<file path="src/rtl/exec_sequencer.sv">
// exec_sequencer: multi-cycle FETCH -> READ -> EXEC control FSM owning PC, Z/C flags,
//   skip-pending and interrupt entry/return state.
// Latency: 3 cycles per instruction minimum, plus one cycle per fetch wait state.
// Backpressure: fetch_req is held in FETCH until fetch_ack; no other stall source.
// Ports: clk/reset_n; fetch interface (pc, fetch_req, fetch_ack, instr_in); decoded
//   ALU fields (alu_opcode/direction/selector/operand, reg_raddr, alu_cin); ALU request
//   inputs gated into accum_we/reg_we; flags z_flag/c_flag; int_req/int_ack/int_en.
module exec_sequencer #(
  parameter int PC_WIDTH     = 12,
  parameter int RESET_VECTOR = 0,
  parameter int INT_VECTOR   = 4
) (
  input  logic                clk,
  input  logic                reset_n,
  output logic [PC_WIDTH-1:0] pc,
  output logic                fetch_req,
  input  logic                fetch_ack,
  input  logic [15:0]         instr_in,
  output logic [3:0]          alu_opcode,
  output logic                alu_direction,
  output logic [2:0]          alu_selector,
  output logic [7:0]          alu_operand,
  output logic [7:0]          reg_raddr,
  output logic                alu_cin,
  input  logic                alu_accum_write,
  input  logic                alu_reg_write,
  input  logic                alu_z_write,
  input  logic                alu_c_write,
  input  logic                alu_zout,
  input  logic                alu_cout,
  input  logic                alu_retint,
  input  logic                alu_skip,
  output logic                accum_we,
  output logic                reg_we,
  output logic                z_flag,
  output logic                c_flag,
  input  logic                int_req,
  output logic                int_ack,
  output logic                int_en
);

  localparam logic [PC_WIDTH-1:0] RST_PC = PC_WIDTH'(RESET_VECTOR);
  localparam logic [PC_WIDTH-1:0] INT_PC = PC_WIDTH'(INT_VECTOR);

  typedef enum logic [1:0] {
    S_FETCH = 2'd0,
    S_READ  = 2'd1,
    S_EXEC  = 2'd2
  } state_e;

  state_e              state_q, state_d;
  logic [PC_WIDTH-1:0] pc_q, pc_d;
  logic [PC_WIDTH-1:0] epc_q, epc_d;
  logic [15:0]         instr_q, instr_d;
  logic                z_q, z_d;
  logic                c_q, c_d;
  logic                skip_q, skip_d;
  logic                int_en_q, int_en_d;
  logic                int_ack_q, int_ack_d;

  logic [PC_WIDTH-1:0] pc_inc;
  logic                int_take;
  logic                in_exec;

  // Natural wrap modulo 2^PC_WIDTH.
  assign pc_inc  = pc_q + PC_WIDTH'(1);
  assign in_exec = (state_q == S_EXEC);

  always_comb begin
    state_d   = state_q;
    pc_d      = pc_q;
    epc_d     = epc_q;
    instr_d   = instr_q;
    z_d       = z_q;
    c_d       = c_q;
    skip_d    = skip_q;
    int_en_d  = int_en_q;
    int_ack_d = 1'b0;
    int_take  = 1'b0;

    case (state_q)
      S_FETCH: begin
        if (fetch_ack) begin
          instr_d = instr_in;
          if (skip_q) begin
            // Skipped slot: consume the word without executing it. This is also an
            // instruction boundary, so an interrupt deferred by the skip enters here.
            skip_d   = 1'b0;
            pc_d     = pc_inc;
            int_take = int_req && int_en_q;
          end else begin
            state_d = S_READ;
          end
        end
      end
      S_READ: begin
        state_d = S_EXEC;
      end
      S_EXEC: begin
        state_d = S_FETCH;
        if (alu_z_write) z_d = alu_zout;
        if (alu_c_write) c_d = alu_cout;
        skip_d = alu_skip;
        if (alu_retint) begin
          pc_d     = epc_q;
          int_en_d = 1'b1;
        end else begin
          pc_d = pc_inc;
        end
        // A skip must consume its slot first; a return must land before re-entry.
        int_take = int_req && int_en_q && !alu_skip && !alu_retint;
      end
      default: begin
        state_d = S_FETCH;
      end
    endcase

    // Entry overrides only the PC; the instruction's own commits above still stand.
    if (int_take) begin
      epc_d     = pc_inc;
      pc_d      = INT_PC;
      int_en_d  = 1'b0;
      int_ack_d = 1'b1;
    end
  end

  always_ff @(posedge clk or negedge reset_n) begin
    if (!reset_n) begin
      state_q   <= S_FETCH;
      pc_q      <= RST_PC;
      epc_q     <= RST_PC;
      instr_q   <= 16'h0000;
      z_q       <= 1'b0;
      c_q       <= 1'b0;
      skip_q    <= 1'b0;
      int_en_q  <= 1'b1;
      int_ack_q <= 1'b0;
    end else begin
      state_q   <= state_d;
      pc_q      <= pc_d;
      epc_q     <= epc_d;
      instr_q   <= instr_d;
      z_q       <= z_d;
      c_q       <= c_d;
      skip_q    <= skip_d;
      int_en_q  <= int_en_d;
      int_ack_q <= int_ack_d;
    end
  end

  assign pc            = pc_q;
  // State resets to FETCH, so the request is masked while reset is held.
  assign fetch_req     = (state_q == S_FETCH) && reset_n;
  assign alu_opcode    = instr_q[15:12];
  assign alu_direction = instr_q[11];
  assign alu_selector  = instr_q[10:8];
  assign alu_operand   = instr_q[7:0];
  assign reg_raddr     = instr_q[7:0];
  assign alu_cin       = c_q;
  // ALU requests are only honoured in the single EXEC cycle.
  assign accum_we      = in_exec && alu_accum_write;
  assign reg_we        = in_exec && alu_reg_write;
  assign z_flag        = z_q;
  assign c_flag        = c_q;
  assign int_ack       = int_ack_q;
  assign int_en        = int_en_q;

endmodule

</file>
<file path="config.mk">
export PLATFORM = sky130hd
export DESIGN_NAME = exec_sequencer
export DESIGN_NICKNAME = d
export VERILOG_FILES = /design/src/rtl/exec_sequencer.sv
export SDC_FILE = /design/constraint.sdc
export NUM_CORES = 1
export LEC_CHECK = 0
export CAP_MARGIN = 25
export CORE_ASPECT_RATIO = 1.4
export CORE_MARGIN = 2
export CORE_UTILIZATION = 29
export CTS_CLUSTER_DIAMETER = 120
export CTS_CLUSTER_SIZE = 25
export DETAILED_ROUTE_END_ITERATION = 8
export DONT_BUFFER_PORTS = 1
export MAX_ROUTING_LAYER = met4
export PLACE_DENSITY = 0.54
export SYNTH_ARGS = -nofsm -noshare
export SYNTH_HDL_FRONTEND = slang
export SYNTH_SLANG_ARGS = --single-unit
</file>
<file path="constraint.sdc">
create_clock -name clk -period 3.9 [get_ports clk]
set_input_delay 0 -clock clk [delete_from_list [all_inputs] [get_ports clk]]
set_output_delay 0 -clock clk [all_outputs]
set_load 0.01 [all_outputs]
</file>
==> flow_summary.yaml <==
floorplan:
  die_h_um: 108.0
  coreArea_mm2: 0.007407
  die_x_um: 78.27
  rows: 37
  io_pins: 72
  fp.dieArea_mm2: 0.008452
  initial_utilization: 0.3024
setup_path:
  path_cells: "or3b_1, a211oi_4, nand2b_1, o2bb2ai_1"
  reg2reg_to: "pc[7]"
  critical_path_required_ns: 4.08
  cp_max_fo: 26
  r2r_slack_ns: 1.54
  path_class: "flip-flop to flip-flop"
  reg2reg_from: "state_q[1]"
  endpoint_kind: "flip-flop"
  slowest_stage: "a211oi_4"
  start_kind: "flip-flop"
  crit_arrival_ns: 2.53
  max_stage_delay_ns: 0.86
  r2r_cells: 4
global_routing:
  grt_pass1_vias: 1637
  grt_max_degree: 48
  antenna_found_initial: 0
  grt_util_met1: 0.1301
  grt_pass1_wl_um: 7976
  gr-max-usage-layer: "met2"
  use_met2: 0.2155
  grt.overflow.total: 0
  grtUsageMet3: 0.03673
  grt_use_total: 0.1215
sta:
  min_period_ns: 2.357
  grt_setup_unrepaired: "no"
  tightest_slew_ns: 0.9935
  tns_ns: 0
  period_share: 0.6044
  hold_slack_ns: 0.1255
  max_freq_mhz: 424.3
  hold_violations: 0
  fin_skew_ns: 0.01106
  finalSetupViolations: 0
  drv_slew: 0
  max_slew_margin: 0.3355
worst_hold_path:
  hold_class: "input port to flip-flop"
  hold_end: "epc_q[4]"
  hold_depth: 4
  min_from: "int_req"
clock_tree:
  numCtsBuffers: 5
  cts_tree: "yes"
  cts.sinks: 47
  clkTransAtPathRegs_ns: 0.09
  cts-htree-levels: 2
  clk_latency_ns: 0.30
  cts_root_buf: "clkbuf_8"
  clock_path_buffers: 2
  ctsResizeCount: 0
power_and_ir_drop:
  power_frac_seq: 0.523
  leakage_nw: 1.051
  switching_share: 0.3906
  intPower_mw: 1.244
  p_switching_mw: 0.7976
  clkPwrFrac: 0.177
  power.density_mw_per_mm2: 778.9
  power_mw: 2.042
  ir_drop_uv: 412.6
  combinationalPowerShare: 0.300
detailed_routing:
  drtPass1Iterations: 4
  drt-total-wl_um: 4766
  postRouteAntennaNets: 0
  drt-initial-drc-count: 95
  vias: 1559
  wire_per_inst_um: 15.08
  drc: 0
  avgViaCountPerCell: 4.934
run:
  maxCapViolations: 0
cells_and_area:
  drive_gt1_frac: 0.1553
  nets: 247
  num_antenna_cells: 0
  fin_util: 0.3539
  nFillCells: 768
  area_growth_pct: 17.04
synth:
  ys.flop_type: "dfrtp_1"
  synth.distinct_cells: 40
  syn_inst: 203
  synthArstFlopShare: 1.000
  syn_avg_cell_area_um2: 11.03
  synth_area_mm2: 0.002240
  synth.net_count: 232
  yosysSeqAreaShare: 0.5257
  yosys_register_bits: 47
  synth_edf_count: 0
  ys_warn_count: 0
placement:
  io_buffers: 0
  place_hpwl_um: 3130
  place_congestion: 0.7702
run_status:
  status: "complete, no violations"
-- through the flow --
stage / setup slack, ns / std cells / instance area, µm²
after floorplan: 2.203 / 203 / 2240
after global placement: 1.612 / 284 / 2253
after detailed placement: 1.534 / 284 / 2253
after CTS: 1.511 / 316 / 2621
after global routing: 1.365 / 316 / 2621
final: 1.543 / 316 / 2621
-- flip-flops by register name (all words and copies together), names as in the netlist --
signal / count
state_q: 2
z_flag: 1
alu_cin: 1
epc_q: 12
int_ack: 1
pc: 12
skip_q: 1
int_en: 1
instr_q: 16
-- kinds of logic after synthesis --
group	synth area share
xor+xnor	0.03520
mux	0.1045
simple gates	0.1318
fa+ha+maj	0.005586
flops	0.5257
compound gates	0.1324
buf+inv	0.06480
-- cells in the mapped netlist, types with 4 or more instances --
cell,n,area share
o2bb2ai_1,5,0.020
o31ai_1,6,0.020
mux2_2,19,0.096
a22oi_1,4,0.013
xnor2_1,8,0.031
buf_4,11,0.037
dfrtp_1,46,0.51
nor2_1,19,0.032
inv_1,4,0.0067
clkbuf_1,4,0.0067
o21ai_0,9,0.020
a21oi_1,13,0.029
nor3_1,5,0.011
nand2_1,10,0.017
-- worst max-delay path by stage --
| stage | end | cells past startpoint | startpoint |
|---|---|---|---|
| 3_3_place_gp | pc[0] | 4 | state_q[1] |
| 4_1_cts | pc[7] | 4 | state_q[1] |
| 6_report | pc[7] | 4 | state_q[1] |
| 5_1_grt | pc[5] | 4 | state_q[1] |
| 2_1_floorplan | pc[6] | 6 | state_q[1] |
| 3_5_place_dp | pc[0] | 4 | state_q[1] |
-- routing by layer --
| layer | up-vias | share of wire |
|---|---|---|
| met4 | 0 | 0.011 |
| met2 | 54 | 0.52 |
| met5 | - | 0 |
| li1 | 741 | - |
| met3 | 5 | 0.083 |
| met1 | 759 | 0.39 |
-- cell type report --
class,instances,area (µm²),share of cell area
multi-input combinational,133,917.1,0.3499
clock inverter,2,37.54,0.01432
timing repair buffer,27,280.3,0.1069
inverter,4,15.01,0.005728
tap,97,121.4,0.04630
sequential,47,1177,0.4492
clock buffer,6,72.57,0.02769
-- worst max-delay path, delay by kind of cell (launching register included) --
kind / cells / cell delay (ns)
AOI/OAI and AO/OA: 2 / 0.97
DFF: 1 / 0.49
and+or+nand+nor: 2 / 0.76
-- cell usage in the layout, fill, tap and decap left out, types with 3 or more instances in the layout --
master / synthesis / final
nor2b_1: 3 / 3
mux2_2: 19 / 19
o31ai_1: 6 / 6
a21oi_1: 13 / 13
dfrtp_1: 46 / 46
nor3_1: 5 / 5
nor2_1: 19 / 19
a22oi_1: 4 / 4
o2bb2ai_1: 5 / 5
o21ai_0: 9 / 9
xnor2_1: 8 / 8
dlygate4sd3_1: 0 / 23
nand2_1: 10 / 10
nand3_1: 3 / 3
nor4_1: 3 / 3
clkbuf_8: 0 / 5
buf_4: 11 / 3
inv_1: 4 / 4
-- power by group through the flow --
| stage | Clock [mW] | Combinational [mW] | Sequential, mW |
|---|---|---|---|
| finish | 0.360 | 0.613 | 1.07 |
| global route | 0.392 | 0.697 | 1.12 |
| CTS | 0.375 | 0.620 | 1.08 |
| detailed placement | 0 | 0.566 | 1.08 |
| global placement | 0 | 0.553 | 1.08 |
| floorplan | 0 | 0.615 | 0.959 |
-- repair_timing --
item                                   4_1_cts  5_1_grt
hold buffers                                24        0
endpoints found under the hold margin       66        0
setup buffers                                0        0
No activity file was read; power rests on OpenSTA's default activity.
